===== config.mk =====
export PLATFORM = sky130hd
export DESIGN_NAME = img_sector_server_flat
export DESIGN_NICKNAME = d
export VERILOG_FILES = /design/src/rtl/img_sector_server_if.sv /design/src/rtl/img_sector_server.sv /design/src/flat_wrapper.sv
export SDC_FILE = /design/constraint.sdc
export NUM_CORES = 1
export LEC_CHECK = 0
export ABC_AREA = 1
export CORE_ASPECT_RATIO = 1.25
export CORE_MARGIN = 2
export CORE_UTILIZATION = 42
export CTS_CLUSTER_SIZE = 14
export DETAILED_ROUTE_END_ITERATION = 8
export HOLD_SLACK_MARGIN = 0.02
export PLACE_DENSITY = 0.73
export SLEW_MARGIN = 20
export SYNTH_ARGS = -nofsm -noshare
export SYNTH_HDL_FRONTEND = slang
export SYNTH_SLANG_ARGS = --single-unit

===== constraint.sdc =====
create_clock -name clk -period 2.85 [get_ports clk]
set_input_delay 0.7125 -clock clk [delete_from_list [all_inputs] [get_ports clk]]
set_output_delay 0.7125 -clock clk [all_outputs]
set_load 0.1 [all_outputs]

===== src/rtl/img_sector_server_if.sv =====
// Sector-transfer port (FDC side) and byte-wide memory port (arbiter side) of img_sector_server.
// Latency: none. This bundle holds wires only.
// Backpressure: the memory side stalls through mem_ready. The FDC side is never stalled.
//
// Signals:
//   sd_*  : sector request and sector-buffer access, seen from the responder
//   mem_* : byte memory request. mem_rd and mem_wr are held until the one-cycle mem_ready.
// The master modport is the responder. The slave modport is the FDC plus the memory arbiter.
interface img_sector_server_if #(
    parameter int MEM_AW = 27
) ();
    logic [31:0]       sd_lba;
    logic              sd_rd;
    logic              sd_wr;
    logic              sd_ack;
    logic [8:0]        sd_buff_addr;
    logic [7:0]        sd_buff_dout;
    logic              sd_buff_wr;
    logic [7:0]        sd_buff_din;
    logic              sd_din_strobe;
    logic [MEM_AW-1:0] mem_addr;
    logic              mem_rd;
    logic              mem_wr;
    logic [7:0]        mem_dout;
    logic [7:0]        mem_din;
    logic              mem_ready;

    modport master (
        input  sd_lba, sd_rd, sd_wr, sd_buff_din, mem_din, mem_ready,
        output sd_ack, sd_buff_addr, sd_buff_dout, sd_buff_wr, sd_din_strobe,
               mem_addr, mem_rd, mem_wr, mem_dout
    );

    modport slave (
        output sd_lba, sd_rd, sd_wr, sd_buff_din, mem_din, mem_ready,
        input  sd_ack, sd_buff_addr, sd_buff_dout, sd_buff_wr, sd_din_strobe,
               mem_addr, mem_rd, mem_wr, mem_dout
    );
endinterface


===== src/rtl/img_sector_server.sv =====
// Serves 512-byte floppy sector reads and writes from a disk image in byte-addressed memory.
// Latency: a read byte takes k+2 cycles (k = mem_ready delay). A write byte takes k+3 cycles, or 3 when skipped.
// Backpressure: each byte stalls on mem_ready. An out-of-range or write-protected sector never touches memory.
//
// Ports:
//   clk, reset_n : clock and asynchronous active-low reset
//   img_size     : image length in bytes (0 = no image)
//   img_wp       : write protect. The sector is still consumed, but nothing is written to memory.
//   bus          : sector-transfer port and memory port (img_sector_server_if.master)
module img_sector_server #(
    parameter int                MEM_AW    = 27,
    parameter logic [MEM_AW-1:0] BASE_ADDR = '0
) (
    input  logic                      clk,
    input  logic                      reset_n,
    input  logic [31:0]               img_size,
    input  logic                      img_wp,
    img_sector_server_if.master       bus
);

    typedef enum logic [2:0] {
        S_IDLE,
        S_RD_REQ,
        S_RD_PUT,
        S_WR_ADDR,
        S_WR_GET,
        S_WR_MEM,
        S_DONE
    } state_t;

    state_t            r_state;
    logic [31:0]       r_lba_q;
    logic              r_in_range;
    logic [8:0]        r_idx;
    logic              r_ack;
    logic [8:0]        r_buff_addr;
    logic [7:0]        r_buff_dout;
    logic              r_buff_wr;
    logic              r_din_strobe;
    logic [MEM_AW-1:0] r_mem_addr;
    logic              r_mem_rd;
    logic              r_mem_wr;
    logic [7:0]        r_mem_dout;

    logic              w_req_in_range;
    logic              w_last;
    logic [8:0]        w_idx_nxt;

    // The sector's last byte must lie inside the image.
    // 41 bits holds {lba, 9'b0} + 511 without wrapping.
    assign w_req_in_range = (({bus.sd_lba, 9'b0} + 41'd511) < {9'b0, img_size});
    assign w_last         = (r_idx == 9'd511);
    assign w_idx_nxt      = r_idx + 9'd1;

    function automatic logic [MEM_AW-1:0] f_addr(input logic [31:0] lba, input logic [8:0] idx);
        return MEM_AW'(41'(BASE_ADDR) + {lba, idx});
    endfunction

    always_ff @(posedge clk or negedge reset_n) begin
        if (!reset_n) begin
            r_state      <= S_IDLE;
            r_lba_q      <= '0;
            r_in_range   <= 1'b0;
            r_idx        <= '0;
            r_ack        <= 1'b0;
            r_buff_addr  <= '0;
            r_buff_dout  <= '0;
            r_buff_wr    <= 1'b0;
            r_din_strobe <= 1'b0;
            r_mem_addr   <= '0;
            r_mem_rd     <= 1'b0;
            r_mem_wr     <= 1'b0;
            r_mem_dout   <= '0;
        end else begin
            r_buff_wr    <= 1'b0;
            r_din_strobe <= 1'b0;
            case (r_state)
                S_IDLE: begin
                    r_idx <= '0;
                    if (bus.sd_rd) begin
                        r_lba_q    <= bus.sd_lba;
                        r_in_range <= w_req_in_range;
                        r_ack      <= 1'b1;
                        r_state    <= S_RD_REQ;
                        // Issue the first read on the RD_REQ entry edge.
                        // This keeps every read byte at k+2 cycles.
                        if (w_req_in_range) begin
                            r_mem_rd   <= 1'b1;
                            r_mem_addr <= f_addr(bus.sd_lba, 9'd0);
                        end
                    end else if (bus.sd_wr) begin
                        r_lba_q     <= bus.sd_lba;
                        r_in_range  <= w_req_in_range;
                        r_ack       <= 1'b1;
                        r_buff_addr <= '0;
                        r_state     <= S_WR_ADDR;
                    end
                end

                S_RD_REQ: begin
                    if (!r_in_range) begin
                        r_buff_addr <= r_idx;
                        r_buff_dout <= 8'h00;
                        r_buff_wr   <= 1'b1;
                        r_state     <= S_RD_PUT;
                    end else if (bus.mem_ready) begin
                        r_mem_rd    <= 1'b0;
                        r_buff_addr <= r_idx;
                        r_buff_dout <= bus.mem_din;
                        r_buff_wr   <= 1'b1;
                        r_state     <= S_RD_PUT;
                    end
                end

                S_RD_PUT: begin
                    if (w_last) begin
                        r_ack   <= 1'b0;
                        r_state <= S_DONE;
                    end else begin
                        r_idx   <= w_idx_nxt;
                        r_state <= S_RD_REQ;
                        if (r_in_range) begin
                            r_mem_rd   <= 1'b1;
                            r_mem_addr <= f_addr(r_lba_q, w_idx_nxt);
                        end
                    end
                end

                // sd_buff_addr was set on entry here.
                // The FDC presents the matching byte one cycle later, during WR_GET.
                S_WR_ADDR: begin
                    r_din_strobe <= 1'b1;
                    r_state      <= S_WR_GET;
                end

                S_WR_GET: begin
                    r_mem_dout <= bus.sd_buff_din;
                    r_state    <= S_WR_MEM;
                    if (r_in_range && !img_wp) begin
                        r_mem_wr   <= 1'b1;
                        r_mem_addr <= f_addr(r_lba_q, r_idx);
                    end
                end

                S_WR_MEM: begin
                    // A skipped write (mem_wr never raised) takes a single cycle here.
                    if (!r_mem_wr || bus.mem_ready) begin
                        r_mem_wr <= 1'b0;
                        if (w_last) begin
                            r_ack   <= 1'b0;
                            r_state <= S_DONE;
                        end else begin
                            r_idx       <= w_idx_nxt;
                            r_buff_addr <= w_idx_nxt;
                            r_state     <= S_WR_ADDR;
                        end
                    end
                end

                // Requests are level-held.
                // Wait for both to drop so a finished request cannot re-trigger.
                S_DONE: begin
                    if (!bus.sd_rd && !bus.sd_wr) begin
                        r_state <= S_IDLE;
                    end
                end

                default: r_state <= S_IDLE;
            endcase
        end
    end

    assign bus.sd_ack        = r_ack;
    assign bus.sd_buff_addr  = r_buff_addr;
    assign bus.sd_buff_dout  = r_buff_dout;
    assign bus.sd_buff_wr    = r_buff_wr;
    assign bus.sd_din_strobe = r_din_strobe;
    assign bus.mem_addr      = r_mem_addr;
    assign bus.mem_rd        = r_mem_rd;
    assign bus.mem_wr        = r_mem_wr;
    assign bus.mem_dout      = r_mem_dout;

endmodule

===== src/flat_wrapper.sv =====
// flat-port wrapper written by rule: the top's interface ports become plain ports
module img_sector_server_flat 
#(
    parameter int                MEM_AW    = 27,
    parameter logic [MEM_AW-1:0] BASE_ADDR = '0
)
  (clk, reset_n, img_size, img_wp, bus_sd_lba, bus_sd_rd, bus_sd_wr, bus_sd_buff_din, bus_mem_din, bus_mem_ready, bus_sd_ack, bus_sd_buff_addr, bus_sd_buff_dout, bus_sd_buff_wr, bus_sd_din_strobe, bus_mem_addr, bus_mem_rd, bus_mem_wr, bus_mem_dout);
  img_sector_server_if #(.MEM_AW(MEM_AW)) bus_i ();
  input  logic clk;
  input  logic reset_n;
  input  logic [31:0] img_size;
  input  logic img_wp;
  input wire logic [$bits(bus_i.sd_lba)-1:0] bus_sd_lba;
  input wire logic [$bits(bus_i.sd_rd)-1:0] bus_sd_rd;
  input wire logic [$bits(bus_i.sd_wr)-1:0] bus_sd_wr;
  input wire logic [$bits(bus_i.sd_buff_din)-1:0] bus_sd_buff_din;
  input wire logic [$bits(bus_i.mem_din)-1:0] bus_mem_din;
  input wire logic [$bits(bus_i.mem_ready)-1:0] bus_mem_ready;
  output wire logic [$bits(bus_i.sd_ack)-1:0] bus_sd_ack;
  output wire logic [$bits(bus_i.sd_buff_addr)-1:0] bus_sd_buff_addr;
  output wire logic [$bits(bus_i.sd_buff_dout)-1:0] bus_sd_buff_dout;
  output wire logic [$bits(bus_i.sd_buff_wr)-1:0] bus_sd_buff_wr;
  output wire logic [$bits(bus_i.sd_din_strobe)-1:0] bus_sd_din_strobe;
  output wire logic [$bits(bus_i.mem_addr)-1:0] bus_mem_addr;
  output wire logic [$bits(bus_i.mem_rd)-1:0] bus_mem_rd;
  output wire logic [$bits(bus_i.mem_wr)-1:0] bus_mem_wr;
  output wire logic [$bits(bus_i.mem_dout)-1:0] bus_mem_dout;
  assign bus_i.sd_lba = bus_sd_lba;
  assign bus_i.sd_rd = bus_sd_rd;
  assign bus_i.sd_wr = bus_sd_wr;
  assign bus_i.sd_buff_din = bus_sd_buff_din;
  assign bus_i.mem_din = bus_mem_din;
  assign bus_i.mem_ready = bus_mem_ready;
  assign bus_sd_ack = bus_i.sd_ack;
  assign bus_sd_buff_addr = bus_i.sd_buff_addr;
  assign bus_sd_buff_dout = bus_i.sd_buff_dout;
  assign bus_sd_buff_wr = bus_i.sd_buff_wr;
  assign bus_sd_din_strobe = bus_i.sd_din_strobe;
  assign bus_mem_addr = bus_i.mem_addr;
  assign bus_mem_rd = bus_i.mem_rd;
  assign bus_mem_wr = bus_i.mem_wr;
  assign bus_mem_dout = bus_i.mem_dout;
  img_sector_server #(.MEM_AW(MEM_AW), .BASE_ADDR(BASE_ADDR)) u_core (.clk(clk), .reset_n(reset_n), .img_size(img_size), .img_wp(img_wp), .bus(bus_i));
endmodule

* Word level (Yosys, flattened, before mapping)
Cells that the tools add are included.
** Cells by class
- Mux-type cells :: 50
- Multiply operators :: 0
- Shifts and indexed selects :: 0
- Reductions and logical operators :: 23
- Add/sub/neg operators :: 2
- Bitwise gates (word level) :: 0
- Order comparisons :: 1
- Equality and inequality tests :: 22
- Div/mod/pow operators :: 0
** Operator list (count)
- 2-to-1 mux 27 bit :: 5
- one-hot mux 27 bit (3 select lines) :: 1
- 2-to-1 mux 9 bit :: 8
- one-hot mux 9 bit (3 select lines) :: 2
- adder 41 x 9 -> 41 bit, second input constant :: 1
- less-than comparator 41 x 32 -> 1 bit :: 1
- 2-to-1 mux 18 bit :: 2
- 2-to-1 mux 3 bit :: 8
- one-hot mux 3 bit (7 select lines) :: 1
- 2-to-1 mux 1 bit :: 18
- 2-to-1 mux 8 bit :: 2
- != test 2 bit, second input constant :: 7
- != test 2 x 1 -> 1 bit, second input constant :: 6
- AND reduction 6 bit :: 2
- nonzero test 3 bit :: 4
- adder 9 x 1 -> 9 bit, second input constant :: 1
- == test 3 bit, second input constant :: 3
- == test 9 bit, second input constant :: 1
- AND reduction 7 bit :: 1
- == test 3 x 2 -> 1 bit, second input constant :: 2
- != test 3 bit, second input constant :: 2
- one-hot mux 1 bit (3 select lines) :: 2
- AND reduction 2 bit :: 3
- AND reduction 3 bit :: 2
- other kinds (8) :: 13
** Storage, ports and cells
- Memories kept :: 0
- Bits in read-only memories :: 0
- Output and inout port bits :: 57
- RAM bits :: 0
- Input bits :: 86
- Register bits after elaboration :: 88
- Logic and storage cells :: 111
- Bits in latches :: 0

* Longest topological paths before layout
- Word-level depth :: 5
- Depth in mapped cells :: 17
- Depth with buffers taken out :: 16

* Worst setup path before layout
No wires, ideal clock.
- Path kind :: input port to flip-flop
- Start point :: input port img_size[14]
- End point :: register u_core.r_mem_addr[0] (netlist: u_core.bus.mem_addr[0])
- Stages on the path :: 15
- Arrival time :: 2.097 ns
- Required time :: 2.783 ns
- Setup slack :: 0.686 ns
- Buffers on the path :: 2
- Path through :: inv_1 -> ha_1 -> a21oi_1 -> nor2_1 -> nor3_1 -> nand2_1 -> nand2_1 -> nand2_1 -> nand2_1 -> nand2_1 -> nand2_1 -> buf_4 -> buf_2 -> nand3_1 -> nand2_1
** On the way
- Word-level cells in the longest chain between the ends :: 3
** Ends and longest elaborated chain
- start: declaration :: RTL line flat_wrapper.sv:11 : input logic [31:0] img_size;
- less-than comparator 41 x 32 -> 1 bit :: RTL line img_sector_server.sv:51 : assign w_req_in_range = (({bus.sd_lba, 9'b0} + 41'd511) < {9'b0, img_size});
- != test 2 x 1 -> 1 bit (no line)
- AND reduction 6 bit (no line)
- end signal: assignment :: RTL line img_sector_server.sv:89 : r_mem_addr <= f_addr(bus.sd_lba, 9'd0);
- end signal: assignment :: RTL line img_sector_server.sv:124 : r_mem_addr <= f_addr(r_lba_q, w_idx_nxt);
- end signal: assignment :: RTL line img_sector_server.sv:141 : r_mem_addr <= f_addr(r_lba_q, r_idx);
- end: declaration :: RTL line img_sector_server.sv:40 : logic [MEM_AW-1:0] r_mem_addr;
Every way passes these cells.
A chain may end at the register's enable or synchronous reset.

* Final worst setup path
- Start point :: input port img_size[24]
- End point :: register u_core.r_mem_addr[17] (netlist: u_core.bus.mem_addr[17])
Same word-level chain as after synthesis.

==> impl_summary.md <==
Detailed routing
The top routing layer in use is met4. The first-pass iteration count of the detailed router is 5. In the routed design, unresolved DRC markers number 0. The detailed router put a total of 4580 µm of wire on met1. The routed length per instance is 13.9 µm. The routed layout has 4267 vias. The antenna violation net count after detailed routing is 0.

After detailed routing, the met2 layer carries 6140 µm of wire. The wire length reported by the detailed router is 11700 µm. For this block, the initial DRC count from the detailed router was 230. The amount of wire on met3 after detailed routing is 613 µm. The ratio of routed vias to standard cells is 5.04.

Logic synthesis
By count the netlist is led by 135 x nand2_1, 88 x dfrtp_1, 84 x inv_1. The share of the synthesized area in the top cell type is 46.5%. The count of state elements after synthesis is 88. The top cell type by total area after synthesis is dfrtp_1. Counting distinct cell types in the post-synthesis netlist gives 38. In the post-synthesis netlist, the biggest area contributors are dfrtp_1 46%, nand2_1 11%, inv_1 6.7%.

Synthesis produced a netlist whose cell count is 572. Yosys instantiated no cell more often than nand2_1. The number of synthesized flops with an enable pin is 0.

The summed instance area of the synthesized netlist is 4740 µm². The sequential fraction of the synthesis area is 46.5%. The share of async-settable or async-resettable flops after synthesis is 100%. Synthesis produced a netlist with a net count of 682. Among all flip-flop cells after synthesis, the most frequent one is dfrtp_1. During synthesis, Yosys emitted a total of 0 warnings. The mean instance size in the synthesized netlist is 8.28 µm².

STA
At the pin with the least slew margin, the transition time is 623 ps. Timing would allow up to 0.399 GHz. The setup violation total in the final timing report is 0. The headroom to the max-slew limit is 57.4%. Clock skew on the completed layout was measured at 4.39 ps. Setup repair after global routing left no endpoint under its margin.

The fraction of the cycle the final worst path needs is 87.9%. Final hold analysis gives a worst-case slack of 390 ps. The max-slew violation count is 0.

The clock period minus worst slack is 2500 ps. The hold violation count in the final report is 0.

Floorplan
The vertical die dimension is 123 µm. The core outline area is 11000 µm². The die outline width is 99 µm.

In this run the count of I/O pins placed on the die edge is 143. The number of rows in the core area is 43. The floorplan step defined a die boundary enclosing 12200 µm². The starting density of the core is 43.0%.

Worst setup path
The element type at the critical path end is a flip-flop. The reg-to-reg critical path endpoint is u_core.bus.mem_rd. By instance count, the cell type seen most on the critical path is nand2_1. Counting cells, the worst reg-to-reg path comes to 12. The critical path data required time is 3080 ps. The startpoint of the lowest-slack register-to-register path is u_core.r_idx[0].

The startpoint class of the critical path is a primary input. The number of buffers and inverters on the critical path is 4. The setup slack of the worst register-to-register path is 430 ps. The largest incremental delay on the critical path is 450 ps. Data arrives at the worst endpoint at 2730 ps. The kind of critical path is in -> reg. Walking the worst path, the cells encountered are clkdlybuf4s50_1 > inv_1 > ha_1 > nand2_1 > inv_1 > nand3_1 > nor3_1 > nand2_1 > nand2_1 > nand2_1 > nand2_1 > nand2_1 > buf_4 > nand3_1 > nand2_1. The maximum fanout encountered on the critical timing path is 18. The kind of cell with the highest combined delay along the critical path is simple AND/OR/NAND/NOR gates.

The slowest stage of the critical path belongs to the cell clkdlybuf4s50_1.

Power
The fraction of power spent switching nets is 54.0%. Across the VDD grid, the largest voltage drop is 571 µV. The design draws 7420 µW.

The internal power is 3410 µW. The power share of the clock group is 15.2%. The power per standard cell area is 1170 nW/µm². In this run the power spent charging and discharging nets is 4010 µW. In this run the static leakage power is 0.00314 µW. The sequential fraction of design power is 25.9%. The combinational power share is 58.9%.

Worst hold path
The worst hold path belongs to the class in -> async.

Clock tree
Gates resized during post-CTS repair numbered 0. TritonCTS built the clock tree. The number of levels in the clock H-tree is 3. After clock tree synthesis, the clock-pin slew on the worst setup and hold paths is 60 ps. For this design, the CTS-stage hold fixing added 0 buffers. Post-CTS timing repair inserted 0 buffers for setup. For the worst-skew pair, the clock arrives at the later sink with an insertion delay of 340 ps. The clock sink total is 88. Clock tree synthesis selected as its root buffer the cell clkbuf_16. The number of buffers created by CTS is 9. The maximum number of buffers from clock root to sink is 2.

Final layout
The layout has 1005 filler cells. Relative to the synthesized area, the layout overhead comes to 34.0%. Cells with a size suffix above 1 make up 15.9% of the layout. The number of diodes added for antenna fixing is 0. In the final design database the tool counted 817 nets. The area of the multi-input gates is 2080 µm². Summing all flip-flop and latch instances after layout gives 2200 µm².

Global routing
The first global-routing pass estimated 19200 µm of wire. The number of global-route vias before repair is 4234. The sum of overflow across all layers after global routing is 0. The initial antenna violation count was 0.

Entering global routing, the biggest net connects 48 pins. The global-route usage over all layers is 19.9%.

Run status
The flow ran to the end, and the final reports show no timing, DRC or antenna violations.

Place
The count of buffers from port buffering is 133. The congestion estimate from routability-driven global placement came to 0.835. After legalization and detailed placement, the total HPWL measured 9150 µm.

Run
Max-cap violations in this run came to 0.
registers in the layout, summed over array words and instances, names as in the netlist:
| register | cells |
|---|---|
| u_core.bus.sd_buff_addr | 9 |
| u_core.bus.mem_rd | 1 |
| u_core.bus.mem_addr | 27 |
| u_core.bus.sd_din_strobe | 1 |
| u_core.bus.sd_buff_wr | 1 |
| u_core.bus.sd_buff_dout | 8 |
| u_core.bus.sd_ack | 1 |
| u_core.bus.mem_wr | 1 |
| u_core.r_in_range | 1 |
| u_core.r_idx | 9 |
| u_core.bus.mem_dout | 8 |
| u_core.r_lba_q | 18 |
| u_core.r_state | 3 |
area by class of cell:
type | count | area share [%]
clock buffers | 14 | 4.31
clock inverters | 2 | 0.197
multi-input cells | 377 | 32.7
repair buffers | 142 | 20.1
well taps | 135 | 2.66
inverters | 89 | 5.30
flip-flops and latches | 88 | 34.7
kinds of logic after synthesis:
family	after synthesis	synth area share, %
AND/OR/NAND/NOR	228	21.3
XOR/XNOR	4	0.740
AO/OA/AOI/OAI	113	13.5
adder cells (fa/ha/maj)	24	6.34
buffers and inverters	107	9.66
flip-flops	88	46.5
multiplexers	8	1.90
cell usage in the layout (no fill, tap or decap), types with 5 or more instances in the layout:
master,netlist,layout
o22ai_1,19,19
nand2_1,135,135
nand2_2,5,5
nor2_4,6,6
o21ai_1,18,18
dfrtp_1,88,88
clkbuf_16,0,9
mux2_2,8,8
buf_4,3,65
nor2_1,23,23
o21ai_0,47,47
a21oi_1,18,18
ha_1,24,24
clkdlybuf4s50_1,0,75
nor3_1,10,10
nand3_1,42,42
inv_1,84,84
how the worst max path moves through the flow:
stage / startpoint / endpoint / slack [ps] / depth (start not counted)
after floorplan: img_size[14] / u_core.bus.mem_addr[0] / 690 / 15
after global placement: img_size[14] / u_core.bus.mem_addr[17] / 70 / 15
after detailed placement: img_size[24] / u_core.bus.mem_addr[17] / -6 / 15
after CTS: img_size[24] / u_core.bus.mem_addr[17] / 350 / 15
after global routing: img_size[24] / u_core.bus.mem_addr[17] / 220 / 15
final: img_size[24] / u_core.bus.mem_addr[17] / 350 / 15
stage by stage:
stage          setup TNS, ps  instances  instance area (µm²)  utilization [%]  setup slack, ps
4_1_cts                    0        847                 6350             57.6              348
5_1_grt                    0        847                 6350             57.6              216
3_5_place_dp           -5.52        831                 6060             55.0            -5.52
6_report                   0        847                 6350             57.6              345
2_1_floorplan              0        572                 4740                -              686
3_3_place_gp               0        831                 6060             55.0             71.3
layer usage:
metal | GRT usage (%) | vias up
met5 | 0 | -
met4 | 10.7 | 0
met3 | 4.10 | 33
met2 | 34.8 | 130
met1 | 22.7 | 1966
li1 | - | 2138
power by group through the flow:
stage	Combinational, µW	Sequential (µW)	Clock (µW)
6_report	4370	1920	1130
5_1_grt	4690	1970	1190
4_1_cts	4410	1930	1150
3_5_place_dp	4400	1940	0
3_3_place_gp	4340	1920	0
2_1_floorplan	1670	3690	0
No activity file was read; power rests on OpenSTA's default activity.
